[src/rtl/dag_index_seq.sv]
// Index-register sequencer for one data address generator: four I/M/L register sets,
// address issue with optional bit reversal, index write-back from the modulo unit, wrap tracking.
module dag_index_seq #(
    parameter int AW      = 14,
    parameter bit BREV_EN = 1'b1,
    parameter int WCNT_W  = 8
) (
    input  logic              CLK,
    input  logic              RST,
    input  logic              gen_req,
    input  logic [1:0]        gen_isel,
    input  logic [1:0]        gen_msel,
    input  logic              brev,
    output logic [AW-1:0]     addr_out,
    output logic              addr_vld,
    output logic [AW-1:0]     mod_I,
    output logic [AW-1:0]     mod_M,
    output logic [AW-1:0]     mod_L,
    input  logic [AW-1:0]     mod_newI,
    input  logic              mod_wrap,
    input  logic              wr_en,
    input  logic [1:0]        wr_grp,
    input  logic [1:0]        wr_sel,
    input  logic [AW-1:0]     wr_data,
    input  logic              rd_en,
    input  logic [1:0]        rd_grp,
    input  logic [1:0]        rd_sel,
    output logic [AW-1:0]     rd_data,
    output logic              rd_vld,
    input  logic              wrap_clr,
    output logic              wrap_sticky,
    output logic [WCNT_W-1:0] wrap_cnt
);

    logic [AW-1:0] i_reg [4];
    logic [AW-1:0] m_reg [4];
    logic [AW-1:0] l_reg [4];

    genvar gi;
    generate
        for (gi = 0; gi < 4; gi++) begin : g_set
            logic [AW-1:0] i_q;
            logic [AW-1:0] m_q;
            logic [AW-1:0] l_q;
            logic          i_wr;
            logic          i_mod;
            logic          m_wr;
            logic          l_wr;

            assign i_wr  = wr_en && (wr_grp == 2'd0) && (wr_sel == 2'(gi));
            assign m_wr  = wr_en && (wr_grp == 2'd1) && (wr_sel == 2'(gi));
            assign l_wr  = wr_en && (wr_grp == 2'd2) && (wr_sel == 2'(gi));
            assign i_mod = gen_req && (gen_isel == 2'(gi));

            // An explicit write to I beats the post-modify write-back.
            always_ff @(posedge CLK) begin
                if (RST) begin
                    i_q <= '0;
                    m_q <= '0;
                    l_q <= '0;
                end else begin
                    if (i_wr)
                        i_q <= wr_data;
                    else if (i_mod)
                        i_q <= mod_newI;
                    if (m_wr)
                        m_q <= wr_data;
                    if (l_wr)
                        l_q <= wr_data;
                end
            end

            assign i_reg[gi] = i_q;
            assign m_reg[gi] = m_q;
            assign l_reg[gi] = l_q;
        end
    endgenerate

    assign mod_I = i_reg[gen_isel];
    assign mod_M = m_reg[gen_msel];
    assign mod_L = l_reg[gen_isel];

    logic [AW-1:0] i_rev;
    logic [AW-1:0] addr_next;

    generate
        for (gi = 0; gi < AW; gi++) begin : g_rev
            assign i_rev[gi] = mod_I[AW-1-gi];
        end
    endgenerate

    assign addr_next = (BREV_EN && brev) ? i_rev : mod_I;

    logic [AW-1:0] rd_next;

    always_comb begin
        rd_next = '0;
        case (rd_grp)
            2'd0:    rd_next = i_reg[rd_sel];
            2'd1:    rd_next = m_reg[rd_sel];
            2'd2:    rd_next = l_reg[rd_sel];
            default: rd_next = '0;
        endcase
    end

    logic wrap_hit;
    assign wrap_hit = gen_req && mod_wrap;

    always_ff @(posedge CLK) begin
        if (RST) begin
            addr_out    <= '0;
            addr_vld    <= 1'b0;
            rd_data     <= '0;
            rd_vld      <= 1'b0;
            wrap_sticky <= 1'b0;
            wrap_cnt    <= '0;
        end else begin
            addr_vld <= gen_req;
            if (gen_req)
                addr_out <= addr_next;
            rd_vld <= rd_en;
            if (rd_en)
                rd_data <= rd_next;
            // A wrap arriving with a clear restarts the count at one.
            if (wrap_clr) begin
                wrap_sticky <= wrap_hit;
                wrap_cnt    <= wrap_hit ? WCNT_W'(1) : '0;
            end else if (wrap_hit) begin
                wrap_sticky <= 1'b1;
                if (wrap_cnt != '1)
                    wrap_cnt <= wrap_cnt + 1'b1;
            end
        end
    end

endmodule

[config.mk]
export PLATFORM = sky130hd
export DESIGN_NAME = dag_index_seq
export DESIGN_NICKNAME = d
export VERILOG_FILES = /design/src/rtl/dag_index_seq.sv
export SDC_FILE = /design/constraint.sdc
export NUM_CORES = 1
export LEC_CHECK = 0
export BUFFER_PORTS_ARGS = -buffer_cell sky130_fd_sc_hd__buf_4
export CAP_MARGIN = 10
export CORE_ASPECT_RATIO = 0.7
export CORE_MARGIN = 1.5
export CORE_UTILIZATION = 59
export CTS_CLUSTER_SIZE = 40
export DETAILED_ROUTE_END_ITERATION = 12
export PLACE_DENSITY = 0.83
export SYNTH_ARGS = -nofsm -noshare
export SYNTH_HDL_FRONTEND = slang
export SYNTH_SLANG_ARGS = --single-unit
[constraint.sdc]
create_clock -name CLK -period 2.09 [get_ports CLK]
set_clock_uncertainty 0.2 [all_clocks]
set_input_delay 0.209 -clock CLK [delete_from_list [all_inputs] [get_ports CLK]]
set_output_delay 0.209 -clock CLK [all_outputs]
set_load 0.005 [all_outputs]
==> results of run 1 <==
==> cell families after synthesis <==
kind of cell / after synthesis
flops: 207
xor+xnor: 4
buf+inv: 99
compound gates: 147
simple gates: 266
fa+ha+maj: 1
mux: 283
==> final timing paths <==
| check | slack, ps | start | to |
|---|---|---|---|
| worst max register to register | 210 | wrap_cnt[0] | wrap_cnt[2] |
| worst min register to register | 270 | addr_out[0] | addr_out[0] |
| worst min-delay path | 40 | gen_req | wrap_cnt[2] |
| worst max-delay path | 60 | RST | g_set[1].i_q[10] |
==> routing by layer <==
metal	up-vias	share of wire	wire length (um)	GRT usage
met5	-	0	0	0
met4	0	0.021	613	0.0942
met3	62	0.082	2450	0.0577
met2	455	0.46	13800	0.515
met1	4324	0.43	13000	0.457
li1	3951	-	-	-
==> cell usage in the layout (no fill, tap or decap), types with 15 or more instances in the layout <==
cell and count:
dfxtp_1 207, nand3_1 15, buf_4 143, a21oi_1 30
dlygate4sd3_1 46, clkbuf_16 21, nor2b_1 17, a211oi_1 56
mux2i_1 213, a22oi_1 41, nand2b_1 17, mux4_2 70
nor2_1 180
==> timing repair <==
item | 4_1_cts | 5_1_grt
endpoints found under the hold margin | 194 | 0
setup buffers | 0 | 0
hold buffers | 46 | 0
endpoints found under the setup margin | 0 | 15
gates resized for setup | 0 | 2
==> cells in the mapped netlist, drive strengths merged <==
library cell  instances
and2                  1
clkbuf               56
nand4                 4
nor3                  1
nand3b                3
ha                    1
nor4                  1
a22o                  1
nand2                10
a21oi                30
xor2                  2
and2b                 1
nor4b                 1
inv                   2
dfxtp               207
o2111ai               2
or2                   1
and3b                 2
and3                  2
nor3b                 5
nor2b                17
xnor2                 2
mux4                 70
a22oi                41
o22ai                 1
nand2b               17
o21ai                14
nor2                181
o21bai                2
buf                  41
or3b                  1
mux2i               213
a211oi               56
nand3                17
or3                   1
==> area by class of cell <==
type | count | area, um^2 | share of cell area
clock buffers | 29 | 596 | 0.0462
flip-flops and latches | 207 | 4140 | 0.321
inverters | 2 | 7.51 | 0.000582
multi-input cells | 701 | 6010 | 0.466
clock inverters | 7 | 95.1 | 0.00737
well taps | 231 | 289 | 0.0224
repair buffers | 200 | 1750 | 0.136
==> worst reg2reg max path, cell delays in order (launching register included) <==
cell	delay [ps]
dfxtp_1	440
ha_1	260
nand4_1	250
o2111ai_1	390
xor2_1	190
nor2_1	50
==> registers in the layout, indices dropped and copies added (netlist names) <==
register     count
g_set.l_q       56
addr_out        14
rd_data         14
rd_vld           1
g_set.i_q       56
g_set.m_q       56
wrap_cnt         8
addr_vld         1
wrap_sticky      1
==> power by group through the flow <==
stage	combinational (mW)	sequential [mW]	clock (mW)
3_3_place_gp	0.950	4.22	0
3_5_place_dp	0.968	4.22	0
5_1_grt	1.13	4.15	4.04
2_1_floorplan	0.636	4.19	0
6_report	1.07	4.14	3.82
4_1_cts	1.05	4.14	3.83
==> metrics by stage <==
step / utilization / total power [mW] / hold WS, ps / instances / cell area (um^2)
2_1_floorplan: - / 4.83 / 191 / 1007 / 10600
3_3_place_gp: 0.676 / 5.17 / 260 / 1295 / 11700
3_5_place_dp: 0.676 / 5.19 / 261 / 1295 / 11700
4_1_cts: 0.742 / 9.02 / 21.2 / 1377 / 12900
5_1_grt: 0.743 / 9.33 / 72.6 / 1377 / 12900
6_report: 0.743 / 9.03 / 40.8 / 1377 / 12900
==> metrics.md, run 1 <==
| Metric | Value |
|---|---|
| Status | `complete, no violations` |
| Post-Synth Adder-Cell Area | `0.00118` |
| Crit start category | `input pin` |
| Reg2Reg Depth | `5` |
| Clk buf depth | `3` |
| Sw frac | `0.247` |
| Syn Inst Count | `1007` |
| CTS tree | `yes` |
| IO buf count | `128` |
| P_sw | `2.23 mW` |
| Count of pins over their slew limit | `0` |
| CP endpoint kind | `register` |
| Critical-path top delay cell | `dlygate4sd3_1` |
| Setup TNS | `0 ps` |
| Synthesized Nets | `1056` |
| Final antenna-violating net count | `0` |
| Complex-gate fraction of the synthesized area | `0.0939` |
| Global-route wire length before repair | `47.9 mm` |
| FILL cells | `1164` |
| Wire length per cell | `21.7 um` |
| Core ar. | `17400 um^2` |
| Syn Area/Cell | `10.5 um^2` |
| Initial DRC count | `1027` |
| Xor and xnor fraction of the mapped netlist area | `0.00330` |
| PwrDens | `700 nW/um^2` |
| ANT cells | `0` |
| Slowest cell delay on critical path | `610 ps` |
| Top delay family on crit path | `buffers and inverters` |
| Reg power frac | `0.459` |
| Dominant cell type by area after synthesis | `dfxtp_1` |
| Peak supply drop | `0.557 mV` |
| Initial DRT Pass Iterations | `5` |
| Crit Path Class | `in -> reg` |
| Leakage | `5.54 nW` |
| Global placer's final weighted congestion | `0.867` |
| Endpoints failing setup | `0` |
| Mapped Area | `10600 um^2` |
| WHS Path Cells | `4` |
| Distinct cells, synth | `44` |
| Worst min path class | `in -> reg` |
| Final Hold Fails | `0` |
| Critical path buffers and inverters | `4` |
| Vias per inst | `6.38` |
| Clk network pwr share | `0.423` |
| WP depth | `5` |
| Row count | `40` |
| Maximum fanout along the worst path | `173` |
| Vias | `8792` |
| Num CTS Buffers | `21` |
| GRT Overall Usage | `0.325` |
| Final HPWL DP | `19.5 mm` |
| Chip Width | `163 um` |
| Mux cell area share after synthesis | `0.350` |
| Register area share after synthesis | `0.391` |
| Arrival @ worst endpoint | `2220 ps` |
| Dominant cells by area after synthesis | `dfxtp_1, mux2i_1, mux4_2` |
| Post-synth top area share | `0.391` |
| Worst-path clk slew | `70 ps` |
| Number of synthesized register bits | `207` |
| Synthesis-to-layout area growth | `21.5%` |
| Die height | `115 um` |
| Power Internal | `6.80 mW` |
| Crit-path cells | `dlygate4sd3_1, buf_6, buf_16, a211oi_1, dlygate4sd3_1` |
| Period minus WS final | `2030 ps` |
| Setup ws final | `59.0 ps` |
| Number of I/O pins | `129` |
| Global route overflow | `0` |
| Worst-Margin Slew | `1090 ps` |
| CP dominant cell by count | `dlygate4sd3_1` |
| Req. time, crit path | `2280 ps` |
| Layout cell share with drive strength beyond 1 | `0.236` |
| Max Cap Viol | `0` |
| Fmax | `0.492 GHz` |
| Final Cycle Share | `0.972` |
| Die ar. | `18800 um^2` |
| Final #Nets | `1182` |
| Residual DRC count | `0` |
| Pin count of the biggest net entering global routing | `174` |
| Placement Setup Slack | `104 ps` |
| Max H-tree Level | `1` |
| Main combinational cell family by area after synthesis | `multiplexers` |
| Root buffer cell | `clkbuf_16` |
| Total number of yosys warnings | `0` |
| Total Wirelength | `29.9 mm` |
| Worst skew pair latency | `500 ps` |
| Comb power frac | `0.118` |
| Post-Synth Simple-Gate Area | `0.119` |
| TritonCTS Sinks | `207` |
| Max_slew headroom | `0.274` |
| Initial antenna violation count | `0` |
| Vias in the first global route | `8696` |
| RSZ-0062 raised after global routing | `false` |
| Initial Util | `0.611` |
(Power assumes the default switching activity.)
==> run 2: changes to the inputs <==
--- a/config.mk
+++ b/config.mk
@@ -7,7 +7,6 @@
 export LEC_CHECK = 0
 export BUFFER_PORTS_ARGS = -buffer_cell sky130_fd_sc_hd__buf_4
 export CAP_MARGIN = 10
-export CORE_ASPECT_RATIO = 0.7
 export CORE_MARGIN = 1.5
 export CORE_UTILIZATION = 59
 export CTS_CLUSTER_SIZE = 40
==> constraint.sdc (replaced) <==
create_clock -name CLK -period 1.96 [get_ports CLK]
set_clock_uncertainty 0.2 [all_clocks]
set_input_delay 0.196 -clock CLK [delete_from_list [all_inputs] [get_ports CLK]]
set_output_delay 0.196 -clock CLK [all_outputs]
set_load 0.005 [all_outputs]
==> metrics.md, run 2 (synthesis gave the netlist of run 1 again) <==
| Metric | Value |
|---|---|
| Leakage | `5.65 nW (was 5.54 nW)` |
| Clk network pwr share | `0.418 (was 0.423)` |
| Worst-path clk slew | `60 ps (was 70 ps)` |
| Maximum fanout along the worst path | `3 (was 173)` |
| WHS Path Cells | `5 (was 4)` |
| Fmax | `0.498 GHz` |
| Crit Path Class | `reg -> out (was in -> reg)` |
| Vias | `9282 (was 8792)` |
| Final #Nets | `1202 (was 1182)` |
| Final HPWL DP | `21.4 mm (was 19.5 mm)` |
| Synthesis-to-layout area growth | `24.0% (was 21.5%)` |
| CP dominant cell by count | `mux2i_1 (was dlygate4sd3_1)` |
| Reg2Reg Depth | `5 (unchanged)` |
| Peak supply drop | `0.698 mV (was 0.557 mV)` |
| Reg2reg start | `wrap_cnt[0] (unchanged)` |
| Initial DRC count | `1213 (was 1027)` |
| PnR Total Power | `9.71 mW (was 9.03 mW)` |
| Comb power frac | `0.125 (was 0.118)` |
| Vias per inst | `6.66 (was 6.38)` |
| Flop2flop setup slack | `150 ps (was 210 ps)` |
| P_sw | `2.48 mW (was 2.23 mW)` |
| Placement Setup Slack | `-132 ps (was 104 ps)` |
| Final Cycle Share | `1.02` |
| Initial Util | `0.609 (was 0.611)` |
| Layout cell share with drive strength beyond 1 | `0.259 (was 0.236)` |
| Total Wirelength | `33.8 mm (was 29.9 mm)` |
| Leading cell types in the layout, fill and taps excluded | `dfxtp_1, mux2i_1, nor2_1, buf_4, mux4_2 (was mux2i_1, dfxtp_1, nor2_1, buf_4, mux4_2)` |
| Row count | `48 (was 40)` |
| Sw frac | `0.255 (was 0.247)` |
| Wire length per cell | `24.2 um (was 21.7 um)` |
| Hold endpoint | `rd_data[9] (was wrap_cnt[2])` |
| Global-route wire length before repair | `49.4 mm (was 47.9 mm)` |
| Req. time, crit path | `1560 ps (was 2280 ps)` |
| Failing checks | `negative setup slack` |
| Final antenna-violating net count | `0 (unchanged)` |
| Chip Width | `137 um (was 163 um)` |
| Final Hold Fails | `0 (unchanged)` |
| Arrival @ worst endpoint | `1610 ps (was 2220 ps)` |
| Max_slew headroom | `0.414 (was 0.274)` |
| Worst min path class | `in -> reg (unchanged)` |
| Residual DRC count | `0 (unchanged)` |
| DP Cell Count | `1304 (was 1295)` |
| Slowest cell delay on critical path | `390 ps (was 610 ps)` |
| Clk buf depth | `3 (unchanged)` |
| GRT Overall Usage | `0.347 (was 0.325)` |
| Max Cap Viol | `0 (unchanged)` |
| CTS tree | `yes (unchanged)` |
| Worst Hold Launch | `rd_en (was gen_req)` |
| Period minus WS final | `2010 ps` |
| Crit start category | `register (was input pin)` |
| Global route overflow | `0 (unchanged)` |
| Die ar. | `18800 um^2 (about the same)` |
| Max H-tree Level | `1 (unchanged)` |
| Root buffer cell | `clkbuf_16 (unchanged)` |
| Pin count of the biggest net entering global routing | `169 (was 174)` |
| R2r endpoint | `wrap_cnt[2] (unchanged)` |
| CP endpoint kind | `output port (was register)` |
| Power Internal | `7.23 mW (was 6.80 mW)` |
| IO buf count | `128 (unchanged)` |
| Initial DRT Pass Iterations | `7 (was 5)` |
| Worst skew pair latency | `510 ps (was 500 ps)` |
| Commonest non-fill, non-tap cell in the layout | `dfxtp_1 (was mux2i_1)` |
| Crit-path cells | `mux2i_1, mux2i_1, buf_4 (was dlygate4sd3_1, buf_6, buf_16, a211oi_1, dlygate4sd3_1)` |
| Endpoints failing setup | `3 (was 0)` |
| Largest registers | `g_set.i_q (56), g_set.l_q (56), g_set.m_q (56) (unchanged)` |
| Initial antenna violation count | `0 (unchanged)` |
| Number of I/O pins | `129 (unchanged)` |
| Die height | `137 um (was 115 um)` |
| Count of pins over their slew limit | `0 (unchanged)` |
| Worst-Margin Slew | `878 ps (was 1090 ps)` |
| Non-filler cells, final | `1394 (was 1377)` |
| TritonCTS Sinks | `207 (unchanged)` |
| Status | `finished, violations left (was complete, no violations)` |
| Core ar. | `17400 um^2 (about the same)` |
| ANT cells | `0 (unchanged)` |
| Setup TNS | `-51.2 ps (was 0 ps)` |
| PwrDens | `738 nW/um^2 (was 700 nW/um^2)` |
| Setup ws final | `-47.6 ps (was 59.0 ps)` |
| Critical-path top delay cell | `mux2i_1 (was dlygate4sd3_1)` |
| Reg power frac | `0.457 (was 0.459)` |
| Num CTS Buffers | `22 (was 21)` |
| Vias in the first global route | `8867 (was 8696)` |
| FILL cells | `1094 (was 1164)` |
| Global placer's final weighted congestion | `0.908 (was 0.867)` |
## run 2: cell types whose count changed in the layout (fill, tap and decap cells not counted), sizes merged
| cell | before | now |
|---|---|---|
| buf | 154 | 174 |
| bufinv | 2 | 0 |
| clkinv | 3 | 5 |
| dlygate4sd3 | 46 | 44 |
| inv | 3 | 2 |
| clkinvlp | 1 | 2 |
| clkbuf | 29 | 34 |
## run 2: timing repair
action	CTS	global route
resized for setup	0	13
setup buffers	0	5
hold buffers	44	0
endpoints found under the setup margin	0	19
endpoints found under the hold margin	184	0
## run 2: worst max-delay path by stage
stage / endpoint / slack [ps] / startpoint / depth (start not counted)
floorplan: rd_data[11] / 220 / rd_sel[1] / 5
global placement: rd_data[8] / -120 / rd_sel[1] / 5
detailed placement: rd_data[6] / -130 / rd_sel[1] / 5
CTS: rd_data[9] / 3 / rd_grp[1] / 7
global route: mod_I[3] / -80 / g_set[3].i_q[3] / 3
finish: mod_I[3] / -50 / g_set[3].i_q[3] / 3
## run 2: metrics by stage
step / utilization / instance area (um^2) / hold WS, ps
final: 0.756 / 13200 / 47.7
after global routing: 0.756 / 13200 / 69.1
after global placement: 0.683 / 11900 / 259
after CTS: 0.749 / 13000 / 29.7
after floorplan: - / 10600 / 178
after detailed placement: 0.683 / 11900 / 263
## run 2: layer usage
metal / up-vias / track usage / wire length, um
met5: - / 0 / 0
met4: 0 / 0.167 / 1840
met3: 155 / 0.0559 / 4060
met2: 728 / 0.545 / 15400
met1: 4415 / 0.470 / 12500
li1: 3984 / - / -
## run 2: power by group through the flow
stage	Clock [mW]	Sequential, mW	Combinational, mW
after floorplan	0	4.47	0.678
after global placement	0	4.51	1.04
after detailed placement	0	4.51	1.06
after CTS	4.04	4.42	1.14
after global routing	4.26	4.44	1.27
final	4.06	4.44	1.21
## run 2: layout make-up
class	count	area (um^2)	share of cell area
tap	225	282	0.0214
clock buffer	33	663	0.0504
sequential	207	4140	0.315
multi-input combinational	701	6040	0.459
clock inverter	7	40.0	0.00304
inverter	2	7.51	0.000570
timing repair buffer	219	1980	0.151
## run 2: critical path: cells and delay by family, from the launching register on
kind	cells	cell delay (ps)
flops	1	380
mux	2	560
buf+inv	1	170
